<file path="src/rtl/onehot_decoder_pkg.sv">
// Shared types and helpers for the registered one-hot decoder.
package onehot_decoder_pkg;

  typedef enum logic [1:0] {IDLE, HOLD, SCAN} state_t;

  // Widest select supported by onehot(); callers cast the result down to their own width.
  localparam int ONEHOT_MAX_SEL_W = 8;

  function automatic logic [2**ONEHOT_MAX_SEL_W-1:0] onehot(input logic [ONEHOT_MAX_SEL_W-1:0] idx);
    onehot      = '0;
    onehot[idx] = 1'b1;
  endfunction

endpackage

</file>
<file path="src/rtl/onehot_decoder_tick_div.sv">
// Scan-rate divider: tick pulses for one cycle every TICK_DIV running cycles.
// Exists only when ONEHOT_DECODER_SCAN_EN is defined.
`ifdef ONEHOT_DECODER_SCAN_EN
module onehot_decoder_tick_div #(
  parameter int TICK_DIV = 4
) (
  input  logic clk,
  input  logic rst,
  input  logic clear,
  input  logic run,
  output logic tick
);

  localparam int CW = (TICK_DIV > 1) ? $clog2(TICK_DIV) : 1;
  localparam logic [CW-1:0] LAST = CW'(TICK_DIV - 1);

  logic [CW-1:0] cnt;

  always_ff @(posedge clk or posedge rst) begin
    if (rst)        cnt <= '0;
    else if (clear) cnt <= '0;
    else if (run)   cnt <= (cnt == LAST) ? '0 : cnt + 1'b1;
  end

  assign tick = run && !clear && (cnt == LAST);

endmodule
`endif

</file>
<file path="src/rtl/onehot_decoder_seq.sv">
// Registered binary-to-one-hot decoder with valid/ready load port.
// Auto-scan mode (SCAN state, tick divider, wrap pulse) is built only with ONEHOT_DECODER_SCAN_EN.
module onehot_decoder_seq
  import onehot_decoder_pkg::*;
#(
  parameter int SEL_W    = 3,
  parameter int TICK_DIV = 4
) (
  input  logic                  clk,
  input  logic                  rst,
  input  logic                  in_valid,
  output logic                  in_ready,
  input  logic [SEL_W-1:0]      in_sel,
  input  logic                  en,
  input  logic                  scan_en,
  output logic [(2**SEL_W)-1:0] out_vec,
  output logic [SEL_W-1:0]      out_idx,
  output logic                  out_valid,
  output logic                  wrap
);

  localparam int OUT_W = 2**SEL_W;

  state_t           state, state_nxt;
  logic [SEL_W-1:0] idx_nxt;
  logic             valid_nxt;
  logic             wrap_nxt;
  logic             load;

  assign load = in_valid && in_ready;

`ifdef ONEHOT_DECODER_SCAN_EN
  logic tick;

  // Counter is held clear outside SCAN, so a fresh scan always waits a full period.
  onehot_decoder_tick_div #(.TICK_DIV(TICK_DIV)) u_tick (
    .clk   (clk),
    .rst   (rst),
    .clear (state != SCAN),
    .run   ((state == SCAN) && scan_en),
    .tick  (tick)
  );

  assign in_ready = (state != SCAN);

  always_ff @(posedge clk or posedge rst) begin
    if (rst) wrap <= 1'b0;
    else     wrap <= wrap_nxt;
  end
`else
  logic scan_unused;
  assign scan_unused = scan_en;
  assign in_ready    = 1'b1;
  assign wrap        = 1'b0;
`endif

  always_comb begin
    state_nxt = state;
    idx_nxt   = out_idx;
    valid_nxt = out_valid;
    wrap_nxt  = 1'b0;
    case (state)
      IDLE, HOLD: begin
        if (load) begin
          idx_nxt   = in_sel;
          valid_nxt = 1'b1;
          state_nxt = HOLD;
        end
`ifdef ONEHOT_DECODER_SCAN_EN
        else if (scan_en) begin
          valid_nxt = 1'b1;
          state_nxt = SCAN;
        end
`endif
      end
`ifdef ONEHOT_DECODER_SCAN_EN
      SCAN: begin
        if (!scan_en) begin
          state_nxt = HOLD;
        end else if (tick) begin
          idx_nxt  = out_idx + 1'b1;
          wrap_nxt = &out_idx;
        end
      end
`endif
      default: state_nxt = IDLE;
    endcase
  end

  always_ff @(posedge clk or posedge rst) begin
    if (rst) begin
      state     <= IDLE;
      out_idx   <= '0;
      out_valid <= 1'b0;
    end else begin
      state     <= state_nxt;
      out_idx   <= idx_nxt;
      out_valid <= valid_nxt;
    end
  end

  // en gates only the decode, never the registered index.
  assign out_vec = (out_valid && en) ? OUT_W'(onehot(ONEHOT_MAX_SEL_W'(out_idx))) : '0;

endmodule

</file>
<file path="config.mk">
export PLATFORM = sky130hd
export DESIGN_NAME = onehot_decoder_seq
export DESIGN_NICKNAME = d
export VERILOG_FILES = /design/src/rtl/onehot_decoder_pkg.sv /design/src/rtl/onehot_decoder_tick_div.sv /design/src/rtl/onehot_decoder_seq.sv
export SDC_FILE = /design/constraint.sdc
export NUM_CORES = 1
export LEC_CHECK = 0
export CORE_AREA = 2 2 39 41
export CTS_CLUSTER_SIZE = 30
export DETAILED_ROUTE_END_ITERATION = 8
export DIE_AREA = 0 0 41 43
export GPL_TIMING_DRIVEN = 0
export HOLD_SLACK_MARGIN = 0.06
export SKIP_LAST_GASP = 1
export SLEW_MARGIN = 10
export SYNTH_ARGS = -nofsm -noshare
export SYNTH_HDL_FRONTEND = slang
export SYNTH_SLANG_ARGS = --single-unit
</file>
<file path="constraint.sdc">
create_clock -name clk -period 0.8 [get_ports clk]
set_input_delay 0.16 -clock clk [delete_from_list [all_inputs] [get_ports clk]]
set_output_delay 0.16 -clock clk [all_outputs]
set_load 0.01 [all_outputs]
</file>
==> reports/metrics.yaml <==
skew_ns: 0
ys_async_sr_fraction: 1.00
clk_latency_ns: 0.24
critPathKind: "register to output pin"
ys_ff_latch: 4
path_buf_inv: 3
powerDensity_nw_per_um2: 1360
io_buffer_count: 18
ir_drop_uv: 677
synth.most_common_cell: "nor2_1"
dp.cells: 60
cp_max_fo: 4
postLayoutCoreUtil: 0.459
dp_hpwl_um: 473
cp.arrival_ns: 1.16
dp_slack_ns: -0.945
synth_area_um2: 255
ant_nets: 0
synth_cell_types: 12
initial_core_util: 0.184
synth_seq_area_share: 0.392
synth.avg_cell_area_um2: 9.82
cp_cell_sequence: "buf_6 > buf_6 > nor3_4 > buf_2"
cts_max_level: 1
grt_pass1_vias: 303
synth_top_area_share: 0.392
yosys-top-cells-area: "dfrtp_1 39%, mux2_2 13%, nor2_1 8.8%, nand3b_4 7.8%, nor3_2 7.8%"
cts_sinks: 4
wirelength_um: 701
critPathMaxStageDelay_ns: 0.41
min_period_over_period: 1.65
routedWlPerCell_um: 9.10
syn2layout_area_growth_pct: 149
numCtsBuffers: 3
yosys.area.top_type: "dfrtp_1"
status: "finished, violations left"
ys_warn_count: 0
clock.fmax_mhz: 756
cts-root-buf: "clkbuf_4"
vias_per_cell: 3.82
clockBufferDepth: 2
path_common_cell: "buf_6"
cp_data_required_time_ns: 0.64
hold_class: "primary input to async pin"
cp-end-kind: "output pin"
drc: 0
grt_max_degree: 5
drv_cap: 0
die_y_um: 43
min_period_ns: 1.32
crit_slowest_cell: "dfrtp_2"
grt_overflow: 0
tns_ns: -5.54
num_vias: 294
die_x_um: 41
antenna_found_initial: 0
drt_pass1_iterations: 2
layout_setup_ws_ns: -0.523
track_usage: 0.0987
violations: "setup timing"
drtIter0Drc: 3
hold_viol: 0
synthCells: 26
worst-r2r-setup-slack_ns: -0.21
layout.nets: 70
rsz0062_at_grt: "yes"
startpoint_type: "register"
setup_viol: 16
r2r_start: "out_idx[0]"
grt_pass1_wl_um: 1170
power_uw: 864
reg2reg_to: "out_idx[0]"
ys_top_cells_by_count: "6 x nor2_1, 4 x dfrtp_1, 3 x mux2_2"
synth_edf_count: 0
path_clk_slew_ns: 0.05
rr_worst_depth: 3
ys_dominant_reg_cell: "dfrtp_1"
p_leak_uw: 0.000305
drive_above_1_share: 0.820
io_pins: 22
maxSlewViolCount: 0
place.gp.congestion: 0.551
dieArea_um2: 1760
core-area_um2: 1380
n_antenna_cell: 0
crit_family: "flip-flops"
fin_cells: 77
syn_nets: 34
rows: 14
cts_tree: "yes"
## power by group
group          leakage [uW]  internal [uW]  switching, uW
sequential        0.0000415            220           14.3
clock             0.0000150            188           92.3
combinational      0.000249            213            136
## flip-flops by register name, indices dropped and copies added, names as in the netlist
signal / flops
out_idx: 3
out_valid: 1
## through the flow
| stage | instance area (um^2) | hold WS [ns] |
|---|---|---|
| 6_report | 636 | 0.102 |
| 5_1_grt | 636 | 0.119 |
| 4_1_cts | 621 | 0.0963 |
| 3_5_place_dp | 488 | 0.360 |
| 3_3_place_gp | 488 | 0.360 |
| 2_1_floorplan | 288 | -0.0741 |
## cell families after synthesis
group	after synthesis	synth area share
simple gates	14	0.373
other cells	2	0.0294
buf+inv	3	0.0735
flops	4	0.392
mux	3	0.132
## cells in the final DEF (no fill, tap or decap)
cell type,synthesis,layout
nand2b_4,0,2
conb_1,2,2
nand3_4,0,1
dfrtp_2,0,3
clkbuf_4,0,3
nor2_4,0,1
mux2_2,3,3
or2_4,0,1
buf_2,0,7
buf_4,2,7
dfrtp_1,4,1
nor3_2,2,1
nand3b_4,1,1
nor2_2,0,5
dlygate4sd2_1,0,2
nor3_4,0,1
buf_6,0,13
inv_1,1,1
clkbuf_1,0,1
nand2_2,0,1
clkdlybuf4s50_1,0,4
## worst max-delay path by stage
stage                     cells past startpoint    endpoint  startpoint
after floorplan                               2  out_vec[1]  out_idx[2]
after global placement                        4  out_vec[4]          en
after detailed placement                      4  out_vec[4]          en
after CTS                                     4  out_vec[0]  out_idx[1]
after global routing                          4  out_vec[4]  out_idx[2]
final                                         4  out_vec[0]  out_idx[1]
## worst register-to-register path, delay by kind of cell (launching register included)
kind | cells | cell delay (ns)
buffers and inverters | 2 | 0.24
flip-flops | 1 | 0.41
multiplexers | 1 | 0.25
## final cells by class
class	instances	area (um^2)
well taps	16	20.0
plain buffers	2	15.0
repair buffers	31	277
fillers	149	748
inverters	1	3.75
clock buffers	4	26.3
flip-flops and latches	4	104
multi-input cells	19	190
## metal layers
layer  vias up  global-route usage  wire length, um  share of wire
met2        12               0.159              386           0.55
met1       133               0.104              258           0.37
met3         0              0.0157               56          0.080
met5         -                   0                0              0
met4         0              0.0800                0              0
li1        149                   -                -              -
## timing repair
action,4_1_cts,5_1_grt
hold buffers,0,0
buffers inserted,12,1
pin swaps,3,3
resized for setup,65,2
setup endpoints to repair,15,16
Note: power is estimated with default switching activity, not from simulation.
==> RTL edit 1: new RTL, same flow settings <==
The parameter `SEL_W` goes from 3 to 4.
--- a/src/rtl/onehot_decoder_seq.sv
+++ b/src/rtl/onehot_decoder_seq.sv
@@ -5,3 +5,3 @@
 #(
-  parameter int SEL_W    = 3,
+  parameter int SEL_W    = 4,
   parameter int TICK_DIV = 4
Interface: changed (resized in_sel, out_idx and out_vec); port bits go from 22 to 32. The function was not compared with the original's and may differ.
==> RTL edit 1 against the original RTL <==
The flow still finishes with violations (negative setup slack). Total power up 14%. Highest routed layer is now met4. Sequential cell count grew 1. Design area is 27% higher. First-iteration DRC count unchanged. Count of clock-buffer cells in the layout stayed put. Area after synthesis is 27% higher. Wire length increased by 64%. Critical path type unchanged. Setup slack worse by 0.16 ns.
==> RTL edit 1: results (changes against the original RTL) <==
| Metric | Value |
|---|---|
| WHS | `0.132 ns (was 0.102 ns)` |
| Port buffer count | `28 (was 18)` |
| Pre-CTS setup slack | `-1.07 ns (was -0.945 ns)` |
| Top cells by count, synth | `nor2_1, dfrtp_1, mux2_1, nor3_1 (was nor2_1, dfrtp_1, mux2_2)` |
| Switching pwr | `0.280 mW (was 0.243 mW)` |
| Tot GR Track Use | `14.1% (was 9.87%)` |
| Setup violators final | `26 (was 16)` |
| CP arrival | `1.33 ns (was 1.16 ns)` |
| First-pass GRT wire length | `1700 microns (was 1170 microns)` |
| Final GP Congestion | `0.583 (was 0.551)` |
| Failing checks | `negative setup slack (unchanged)` |
| Largest net degree at the start of global routing | `6 (was 5)` |
| Detailed Place HPWL | `744 microns (was 473 microns)` |
| Status | `finished, violations left (unchanged)` |
| Resized cells post-CTS | `92 (was 65)` |
| Netlist cell types | `15 (was 12)` |
| P_comb | `0.406 mW (was 0.349 mW)` |
| Setup TNS | `-11.63 ns (was -5.54 ns)` |
| Worst IR drop on VDD | `0.959 mV (was 0.677 mV)` |
| Synthesized Nets | `47 (was 34)` |
| Critical path's slowest cell | `dfrtp_1 (was dfrtp_2)` |
| Setup ws final | `-0.686 ns (was -0.523 ns)` |
| Buffer share of cell area | `46.0% (was 45.9%)` |
| Number of global-route vias before repair | `420 (was 303)` |
| Post-synthesis mux area share | `13.9% (was 13.2%)` |
| Sequential fraction of the synthesis area | `38.6% (was 39.2%)` |
| Setup Buffers After CTS | `18 (was 12)` |
| #MultiIn Comb | `30 (was 19)` |
| Vias per cell | `4.29 (was 3.82)` |
| Crit-path max cell delay | `0.39 ns (was 0.41 ns)` |
| Lkg Pwr | `0.407 nW (was 0.305 nW)` |
| Area of the multi-input gates | `255 sq um (was 190 sq um)` |
| FFs & Latches | `5 (was 4)` |
| Plain + repair buffers | `49 (was 33)` |
| Routed len/inst | `11.0 microns (was 9.10 microns)` |
| Sequential Area | `129 sq um (was 104 sq um)` |
| Pwr Total | `0.984 mW (was 0.864 mW)` |
| Top flop regs | `out_idx: 4 flops, out_valid: 1 flops (was out_idx: 3 flops, out_valid: 1 flops)` |
| Top cells by area, synth | `dfrtp_1, nor2_1, mux2_1 (was dfrtp_1, mux2_2, nor2_1)` |
## RTL edit 1: final timing paths
kind	from	endpoint	depth (start not counted)
setup / recovery	out_idx[0]	out_vec[2]	4
hold / removal	rst	out_idx[2]	2
setup reg to reg	out_idx[0]	out_idx[0]	3
hold reg to reg	out_valid	out_valid	2
max in group asynchronous	rst	out_valid	2
min in group clk	in_valid	out_valid	2
## RTL edit 1: layer usage
metal / wire (microns) / up-vias / GRT usage, %
met3: 87 / 2 / 1.57
met5: 0 / - / 0
met4: 11 / 0 / 8.00
met2: 623 / 22 / 23.8
li1: - / 227 / -
met1: 429 / 199 / 15.8
## RTL edit 1: per-stage QoR
stage          cells  util, %  instance area (sq um)
2_1_floorplan     38        -                    374
6_report         105     58.1                    805
3_5_place_dp      82     48.7                    674
3_3_place_gp      82     48.7                    674
5_1_grt          105     58.1                    805
4_1_cts          104     57.1                    791
==> RTL edit 2: new RTL, same flow settings <==
Without the edit above. Re-encode `state_t` (3 states) as one-hot, 3 bits wide.
--- a/src/rtl/onehot_decoder_pkg.sv
+++ b/src/rtl/onehot_decoder_pkg.sv
@@ -3,3 +3,3 @@
 
-  typedef enum logic [1:0] {IDLE, HOLD, SCAN} state_t;
+  typedef enum logic [2:0] {IDLE = 3'b001, HOLD = 3'b010, SCAN = 3'b100} state_t;
 
Behaviour: no difference found for any inputs over 10 cycles, from zero or initial values and one cycle with rst high; not proved beyond that.
==> RTL edit 2 against the original RTL <==
Sequential power is 140% higher. Critical endpoint unchanged. Setup slack worse by 0.12 ns. Count of clock-buffer cells in the layout stayed put. The flow still finishes with violations (negative setup slack). Design area is 7.1% higher. Clock power is 10% higher. Hold slack better by 0.0092 ns. Register-to-register slack worse by 0.33 ns. Total power grew to 2.9 times the old value. Area after synthesis is 34% higher. Wire length is 14% higher. Highest routed layer unchanged. Largest power group unchanged. Sequential cell count is 2 higher.
==> RTL edit 2: results (changes against the original RTL) <==
| Metric | Value |
|---|---|
| Fin nets | `74 (was 70)` |
| Top cells by count, synth | `nor2_1, dfrtp_1, mux2_4 (was nor2_1, dfrtp_1, mux2_2)` |
| Int Pwr | `1.61 mW (was 0.621 mW)` |
| Sequential fraction of the synthesis area | `44.2% (was 39.2%)` |
| #MultiIn Comb | `24 (was 19)` |
| Failing checks | `negative setup slack (unchanged)` |
| Area of the multi-input gates | `229 sq um (was 190 sq um)` |
| Clock-cell share | `3.86% (was 4.13%)` |
| Setup crit end | `out_vec[0] (unchanged)` |
| Clock Skew | `0.00505 ns (was 0 ns)` |
| Setup ws final | `-0.644 ns (was -0.523 ns)` |
| Invs w/o clock | `2 (was 1)` |
| Final core occ | `49.2% (was 45.9%)` |
| Lkg Pwr | `0.341 nW (was 0.305 nW)` |
| Buffer share of cell area | `36.0% (was 45.9%)` |
| Netlist cell types | `17 (was 12)` |
| Synth Area in XOR/XNOR | `0% (unchanged)` |
| Pre-CTS setup slack | `-0.915 ns (was -0.945 ns)` |
| Placed insts | `68 (was 60)` |
| Routed len/inst | `9.83 microns (was 9.10 microns)` |
| Sequential share of power | `22.4% (was 27.2%)` |
| Via total after detailed routing | `327 (was 294)` |
| Layout cells sized above 1 | `67.7% (was 82.0%)` |
| Setup TNS | `-7.95 ns (was -5.54 ns)` |
| Reg2reg start | `state[0] (was out_idx[0])` |
| Sequential Area | `153 sq um (was 104 sq um)` |
| Number of DRC markers in iteration 0 | `0 (was 3)` |
| Cell Area, Placed | `584 sq um (was 488 sq um)` |
| Plain + repair buffers | `29 (was 33)` |
| Mapped Cells | `34 (was 26)` |
| Top cells by area, synth | `dfrtp_1, mux2_4, dfstp_2 (was dfrtp_1, mux2_2, nor2_1)` |
| Largest net degree at the start of global routing | `7 (was 5)` |
| First-pass GRT wire length | `1090 microns (was 1170 microns)` |
| Top flop regs | `out_idx: 3 flops, state: 2 flops, out_valid: 1 flops (was out_idx: 3 flops, out_valid: 1 flops)` |
| Post-synthesis mux area share | `13.1% (was 13.2%)` |
| TritonRoute pass-1 iters | `1 (was 2)` |
| Pwr Total | `2.49 mW (was 0.864 mW)` |
| Synthesized Nets | `42 (was 34)` |
| Clock power share | `12.4% (was 32.4%)` |
| R2R Path End | `out_idx[0] (unchanged)` |
| CP arrival | `1.28 ns (was 1.16 ns)` |
| Detailed Place HPWL | `540 microns (was 473 microns)` |
| Tot GR Track Use | `9.63% (was 9.87%)` |
| Number of global-route vias before repair | `293 (was 303)` |
| Status | `finished, violations left (unchanged)` |
| Final GP Congestion | `0.583 (was 0.551)` |
| Wirelength, routed | `796 microns (was 701 microns)` |
| #FFs+latches synth | `6 (was 4)` |
| Reg2reg setup slack | `-0.54 ns (was -0.21 ns)` |
| Maximum fanout along the worst path | `2 (was 4)` |
| Synth Area in Compound Gates | `6.93% (was 0%)` |
| Setup violators final | `18 (was 16)` |
| Fillers | `148 (was 149)` |
| CTS H-tree depth | `1 (unchanged)` |
| Worst IR drop on VDD | `1.69 mV (was 0.677 mV)` |
[RTL edit 2: worst min path at each step]
stage / from / to / slack, ns
after floorplan: rst / out_idx[0] / -0.05
after global placement: rst / state[1] / 0.39
after detailed placement: rst / state[1] / 0.38
after CTS: rst / out_valid / 0.11
after global routing: rst / out_valid / 0.15
final: rst / out_valid / 0.11
[RTL edit 2: repair_timing]
action / CTS / global route
resized for setup: 57 / 7
pin swaps: 4 / 5
buffers inserted: 5 / 5
endpoints found under the hold margin: 0 / 0
endpoints found under the setup margin: 18 / 18
[RTL edit 2: metal layers]
layer / vias up / track usage [%] / share of wire (%)
met2: 14 / 15.3 / 56
met4: 0 / 8.00 / 0
met1: 146 / 9.30 / 38
met3: 0 / 3.14 / 6.4
li1: 167 / - / -
met5: - / 0 / 0
[RTL edit 2: critical path: stages (launching register included)]
cell and delay, ns:
dfrtp_2 0.40, or3b_4 0.42, nor2_2 0.09, buf_2 0.13
